`config.mk`:
```
export PLATFORM = sky130hd
export DESIGN_NAME = muldiv_seq
export DESIGN_NICKNAME = d
export VERILOG_FILES = /design/src/rtl/muldiv_seq.sv
export SDC_FILE = /design/constraint.sdc
export NUM_CORES = 1
export LEC_CHECK = 0
export ABC_AREA = 1
export CAP_MARGIN = 20
export CORE_MARGIN = 8
export CORE_UTILIZATION = 55
export DETAILED_ROUTE_END_ITERATION = 16
export PLACE_DENSITY = 0.83
export SLEW_MARGIN = 20
export SYNTH_ARGS = -nofsm -noshare
export SYNTH_HDL_FRONTEND = slang
export SYNTH_SLANG_ARGS = --single-unit
```
`constraint.sdc`:
```
create_clock -name clk -period 5.5 [get_ports clk]
set_input_delay 0.55 -clock clk [delete_from_list [all_inputs] [get_ports clk]]
set_output_delay 0.55 -clock clk [all_outputs]
set_load 0.1 [all_outputs]
```
`src/rtl/muldiv_seq.sv`:
```
// muldiv_seq: multi-cycle RV32M sequencer (MUL/MULH/MULHSU/MULHU/DIV/DIVU/REM/REMU).
// A shift-add multiplier and a restoring divider share one adder and one
// pair of working registers (acc, opb). Operands are reduced to magnitudes on
// issue, and the sign is re-applied when the result is loaded.
// Ports:
//   clk       - clock, rising edge
//   rst_n     - asynchronous reset, active-high despite the name (1 = in reset)
//   start     - M-extension instruction present this cycle
//   funct3    - operation select
//   rs1_data  - operand A / dividend
//   rs2_data  - operand B / divisor
//   stall     - combinational; freezes PC and suppresses RegWrite while busy
//   done      - registered; result valid for exactly one cycle
//   result    - registered result, held until the next load
module muldiv_seq #(
  parameter int unsigned XLEN = 32
) (
  input  logic            clk,
  input  logic            rst_n,
  input  logic            start,
  input  logic [2:0]      funct3,
  input  logic [XLEN-1:0] rs1_data,
  input  logic [XLEN-1:0] rs2_data,
  output logic            stall,
  output logic            done,
  output logic [XLEN-1:0] result
);

  localparam int unsigned CW = $clog2(XLEN + 1);
  localparam int unsigned PW = 2 * XLEN;
  localparam int unsigned AW = XLEN + 2;

  localparam logic [1:0] S_IDLE = 2'd0;
  localparam logic [1:0] S_MUL  = 2'd1;
  localparam logic [1:0] S_DIV  = 2'd2;
  localparam logic [1:0] S_DONE = 2'd3;

  localparam logic [XLEN-1:0] MIN_NEG = {1'b1, {(XLEN-1){1'b0}}};

  logic [1:0]      state, state_nxt;
  logic [CW-1:0]   cnt, cnt_nxt;
  logic [2:0]      op, op_nxt;
  logic            neg, neg_nxt;
  logic [XLEN-1:0] opb, opb_nxt;
  logic [PW-1:0]   acc, acc_nxt;
  logic            done_nxt;
  logic [XLEN-1:0] result_nxt;

  // Operand decode at issue
  logic            a_signed, b_signed, a_neg, b_neg, sign_flag;
  logic [XLEN-1:0] a_mag, b_mag;
  logic            div_zero, div_ovf;

  always_comb begin
    a_signed  = (funct3 == 3'b001) || (funct3 == 3'b010) || (funct3[2] && !funct3[0]);
    b_signed  = (funct3 == 3'b001) || (funct3[2] && !funct3[0]);
    a_neg     = a_signed && rs1_data[XLEN-1];
    b_neg     = b_signed && rs2_data[XLEN-1];
    a_mag     = a_neg ? (~rs1_data + XLEN'(1)) : rs1_data;
    b_mag     = b_neg ? (~rs2_data + XLEN'(1)) : rs2_data;
    // Remainder takes the dividend's sign; everything else the xor of both
    sign_flag = (funct3[2] && funct3[1]) ? a_neg : (a_neg ^ b_neg);
    div_zero  = (rs2_data == '0);
    div_ovf   = !funct3[0] && (rs1_data == MIN_NEG) && (rs2_data == '1);
  end

  // Shared adder: MUL adds B into the high half; DIV trial-subtracts B from
  // the left-shifted remainder, where carry-out means "no borrow"
  logic [XLEN:0]   add_a, add_b, div_shift, mul_hi;
  logic            add_cin;
  logic [AW-1:0]   sum;
  logic [PW-1:0]   step;

  always_comb begin
    div_shift = acc[PW-1:XLEN-1];
    add_a     = (state == S_DIV) ? div_shift : {1'b0, acc[PW-1:XLEN]};
    add_b     = (state == S_DIV) ? ~{1'b0, opb} : {1'b0, opb};
    add_cin   = (state == S_DIV);
    sum       = {1'b0, add_a} + {1'b0, add_b} + AW'(add_cin);
    mul_hi    = acc[0] ? sum[XLEN:0] : {1'b0, acc[PW-1:XLEN]};
    if (state == S_DIV) begin
      step = {(sum[XLEN+1] ? sum[XLEN-1:0] : div_shift[XLEN-1:0]),
              acc[XLEN-2:0], sum[XLEN+1]};
    end else begin
      step = {mul_hi, acc[XLEN-1:1]};
    end
  end

  // Final sign fix-up and half / quotient / remainder select
  logic [PW-1:0]   prod_fin;
  logic [XLEN-1:0] div_sel, div_fin, fin;

  always_comb begin
    prod_fin = neg ? (~step + PW'(1)) : step;
    div_sel  = op[1] ? step[PW-1:XLEN] : step[XLEN-1:0];
    div_fin  = neg ? (~div_sel + XLEN'(1)) : div_sel;
    if (op[2]) begin
      fin = div_fin;
    end else if (op[1:0] == 2'b00) begin
      fin = prod_fin[XLEN-1:0];
    end else begin
      fin = prod_fin[PW-1:XLEN];
    end
  end

  // Next-state and datapath control
  always_comb begin
    state_nxt  = state;
    cnt_nxt    = cnt;
    op_nxt     = op;
    neg_nxt    = neg;
    opb_nxt    = opb;
    acc_nxt    = acc;
    done_nxt   = 1'b0;
    result_nxt = result;
    stall      = 1'b0;
    case (state)
      S_IDLE: begin
        if (start) begin
          stall  = 1'b1;
          op_nxt = funct3;
          if (funct3[2] && div_zero) begin
            state_nxt  = S_DONE;
            done_nxt   = 1'b1;
            result_nxt = funct3[1] ? rs1_data : '1;
          end else if (funct3[2] && div_ovf) begin
            state_nxt  = S_DONE;
            done_nxt   = 1'b1;
            result_nxt = funct3[1] ? '0 : MIN_NEG;
          end else begin
            neg_nxt   = sign_flag;
            opb_nxt   = b_mag;
            acc_nxt   = {XLEN'(0), a_mag};
            cnt_nxt   = CW'(XLEN);
            state_nxt = funct3[2] ? S_DIV : S_MUL;
          end
        end
      end
      S_MUL, S_DIV: begin
        stall   = 1'b1;
        acc_nxt = step;
        cnt_nxt = cnt - CW'(1);
        if (cnt == CW'(1)) begin
          state_nxt  = S_DONE;
          done_nxt   = 1'b1;
          result_nxt = fin;
        end
      end
      S_DONE: begin
        // start is still the same instruction here; ignore it
        state_nxt = S_IDLE;
      end
      default: begin
        state_nxt = S_IDLE;
      end
    endcase
  end

  // State and datapath registers
  always_ff @(posedge clk or posedge rst_n) begin
    if (rst_n) begin
      state  <= S_IDLE;
      cnt    <= '0;
      op     <= '0;
      neg    <= 1'b0;
      opb    <= '0;
      acc    <= '0;
      done   <= 1'b0;
      result <= '0;
    end else begin
      state  <= state_nxt;
      cnt    <= cnt_nxt;
      op     <= op_nxt;
      neg    <= neg_nxt;
      opb    <= opb_nxt;
      acc    <= acc_nxt;
      done   <= done_nxt;
      result <= result_nxt;
    end
  end

endmodule

```
==> out/summary.log <==
INFO  critical_path  arrival=5480ps
INFO  clock_tree     cts.sink_count=141
INFO  critical_path  cp.required=5850ps
INFO  sta            final-max-slew-violation-count=0
INFO  synth          ys_top_cells_by_area=dfrtp_1 (21%), nand2_1 (19%), inv_1 (8.2%)
INFO  grt            grt_max_degree=104
INFO  critical_path  rr_endpoint=result[18]
INFO  sta            final_critical_period=5130ps
INFO  final_layout   fillerInstances=2895
INFO  synth          main_combinational_cell_family_by_area_after_synthesis=simple AND/OR/NAND/NOR gates
INFO  synth          synth_enable_flop_cells=0
INFO  sta            hold_violations=0
INFO  route          number_of_drc_markers_after_the_initial_detailed_route_iteration=2798
INFO  grt            vias_in_the_first_global_route=18928
INFO  critical_path  critPathSlowestCell=dfrtp_1
INFO  synth          number_of_nets_produced_by_synthesis=3029
INFO  critical_path  worstPathMaxFanout=32
INFO  place          place_hpwl=54700um
INFO  synth          average_instance_area_after_synthesis=5.84um^2
INFO  floorplanning  die_width=192um
INFO  synth          synth.top_cells.by_count=nand2_1 (871), inv_1 (371), nor2_1 (259)
INFO  route          drt_wl_total=69500um
INFO  sta            maximum_frequency_from_static_timing_analysis=195MHz
INFO  grt            global_route.overflow_total=0
INFO  final_layout   area_growth_syn_to_layout=13.9%
INFO  synth          synth.most_common_cell=nand2_1
INFO  run_status     outcome=finished clean
INFO  clock_tree     insertion_delay_to_the_later_sink_of_the_worst_skew_pair=460ps
INFO  place          place.gp.congestion=1.08
INFO  sta            slew-limit-headroom=30.1%
INFO  synth          async_reset_ff_share=100%
INFO  grt            groute.usage.overall=37.2%
INFO  critical_path  rr_worst_depth=30
INFO  clock_tree     cts.path.max_buffers=2
INFO  sta            fin_setup_tns=0ps
INFO  synth          synth-warning-count=0
INFO  floorplanning  die_height=192um
INFO  critical_path  worst-r2r-setup-slack=370ps
INFO  final_layout   number_of_diodes=0
INFO  final_layout   layout-drive-gt1-share=11.1%
INFO  floorplanning  floorplan.initialDensity=55.7%
INFO  clock_tree     cts_htree_levels=4
INFO  critical_path  rr_startpoint=state[0]
INFO  sta            transition_at_the_pin_with_the_smallest_max_transition_slack=1050ps
INFO  synth          xor_xnor_portion_of_the_synthesized_cell_area=4.67%
INFO  critical_path  setup.worst_path.start_class=register
INFO  sta            setup_viol=0
INFO  floorplanning  core_area=0.0306mm^2
INFO  floorplanning  num_io_pins=104
INFO  clock_tree     cts.root.buffer_cell=clkbuf_16
INFO  critical_path  critPathKind=reg -> reg
INFO  place          portBuffers=103
INFO  floorplanning  die_area=0.0369mm^2
INFO  synth          synthesis.area=0.0170mm^2
INFO  synth          netlist-cell-type-count=57
INFO  critical_path  cp-end-kind=register
INFO  synth          synth_top_area_cell=dfrtp_1
INFO  synth          postSynthRegisterBits=141
INFO  synth          synth-simple-area-share=41.9%
INFO  synth          synth_seq_area_share=20.7%
INFO  grt            gr-usage-met2=54.3%
INFO  critical_path  crit_path_max_incr_delay=390ps
INFO  clock_tree     cts-buffers-inserted=17
INFO  synth          synth.mux.area_fraction=0%
INFO  route          vias=20519
INFO  route          post-route-drc-count=0
INFO  route          post_drt_via_cell_ratio=5.97
INFO  clock_tree     tritoncts=done
INFO  critical_path  path_common_cell=nand2_1
INFO  critical_path  critical_path.startpoint=state[0]
INFO  critical_path  capture_point_of_the_worst_path=result[18]
INFO  synth          ys_dominant_reg_cell=dfrtp_1
INFO  sta            final.setup_skew=12.8ps
INFO  grt            use_met3=8.95%
INFO  min_path       timing.hold.worst.class=reg -> reg
INFO  grt            grt_antenna_before_repair=0
INFO  route          number_of_iterations_in_the_first_detailed_routing_pass=6
INFO  clock_tree     cts.reportedPaths.clkPinSlew=70ps
INFO  synth          synth_top_area_share=20.7%
INFO  clock_tree     holdBufCountCts=0
INFO  route          wire_per_inst=20.2um
INFO  synth          synthesis.instances=2917
INFO  sta            fin_crit_sh=93.2%
INFO  grt            met1_usage=51.6%
INFO  synth          synth_compound_gate_area_share=17.0%
INFO  floorplanning  floorplan.rows=64
INFO  final_layout   finalNetCount=3141
INFO  route          antenna_violating_nets_post_route=0
INFO  sta            setup_repair_after_global_routing_missed_its_margin=no
INFO  flow_run       max_cap_viol_count=0
INFO  grt            global_route.peak_usage_layer=met2
INFO  synth          post_synth_fa_ha_maj_area_fraction=3.13%
INFO  grt            grt_pass1_wl=106000um
worst max-delay path, delay by kind of cell (launching register included):
kind                     cells  cell delay [ps]
AND/OR/NAND/NOR             18             2180
buffers and inverters        6             1170
adder cells (fa/ha/maj)      3              810
flip-flops                   1              390
AO/OA/AOI/OAI                2              370
XOR/XNOR                     1               90
flip-flops by register name, indices dropped and copies added, names as in the netlist:
name / count
neg: 1
done: 1
op: 3
opb: 32
cnt: 6
acc: 64
result: 32
state: 2
cells in the final DEF, fill, tap and decap left out, drive strengths merged, types with 4 or more instances in the layout:
master	Yosys	final
o211ai	19	19
a31oi	5	5
buf	52	107
ha	41	41
nand3b	9	9
o221ai	4	4
nand3	254	254
clkinv	4	6
clkdlybuf4s50	0	102
a21oi	164	164
xnor2	18	18
nor3	38	38
xor2	72	72
o22ai	32	32
or2	23	23
and2	9	9
nand2	923	923
nor4	15	15
a2bb2oi	8	8
dfrtp	141	141
clkbuf	64	20
nor2	291	291
nand4	41	41
clkinvlp	0	4
o31ai	4	4
a21boi	13	13
inv	402	405
o21ai	260	260
logic make-up (layout without fill, tap and decap cells):
logic type,Yosys count,in the layout
AOI/OAI and AO/OA,518,518
xor gates and xnor gates,90,90
adders and majority gates,42,42
buffers and inverters,522,647
DFF,141,141
and+or+nand+nor,1604,1604
cell type report:
class | instances | area (um^2) | share of cell area, %
multi-input combinational | 2254 | 11400 | 58.8
sequential | 141 | 3530 | 18.2
timing repair buffer | 209 | 1850 | 9.53
inverter | 406 | 1530 | 7.89
tap | 396 | 495 | 2.55
clock buffer | 20 | 437 | 2.25
clock inverter | 12 | 160 | 0.825
how the worst min path moves through the flow:
stage               startpoint         end  slack [ps]  cells after the start
finish              result[13]  result[13]         480                      2
global route        result[13]  result[13]         520                      2
CTS                 result[13]  result[13]         490                      2
detailed placement  result[23]  result[23]         470                      2
global placement    result[25]  result[25]         460                      2
floorplan                op[0]       op[0]         450                      2
metal layers:
metal	vias to the layer above	routed length, um
met4	0	3120
met2	1249	29300
met1	9461	28800
met3	186	8340
li1	9623	-
met5	-	0
through the flow:
stage,setup WS [ps],hold slack (ps),instance area [um^2],utilization (%),instances
after global placement,92.7,463,18800,61.4,3403
final,373,481,19400,63.4,3438
after floorplan,108,454,17000,-,2917
after global routing,2.45,520,19400,63.4,3438
after CTS,135,490,19400,63.3,3435
after detailed placement,10.2,473,18800,61.4,3403
timing repair:
item                       4_1_cts  5_1_grt
resized for setup                1        4
setup buffers                    0        3
gates cloned                     0        0
hold endpoints to repair         0        0
setup endpoints to repair        2       21
pin swaps                        0        1
Power is not shown: default switching activity piles up to over one toggle a cycle in this logic, so the estimate is an artifact.
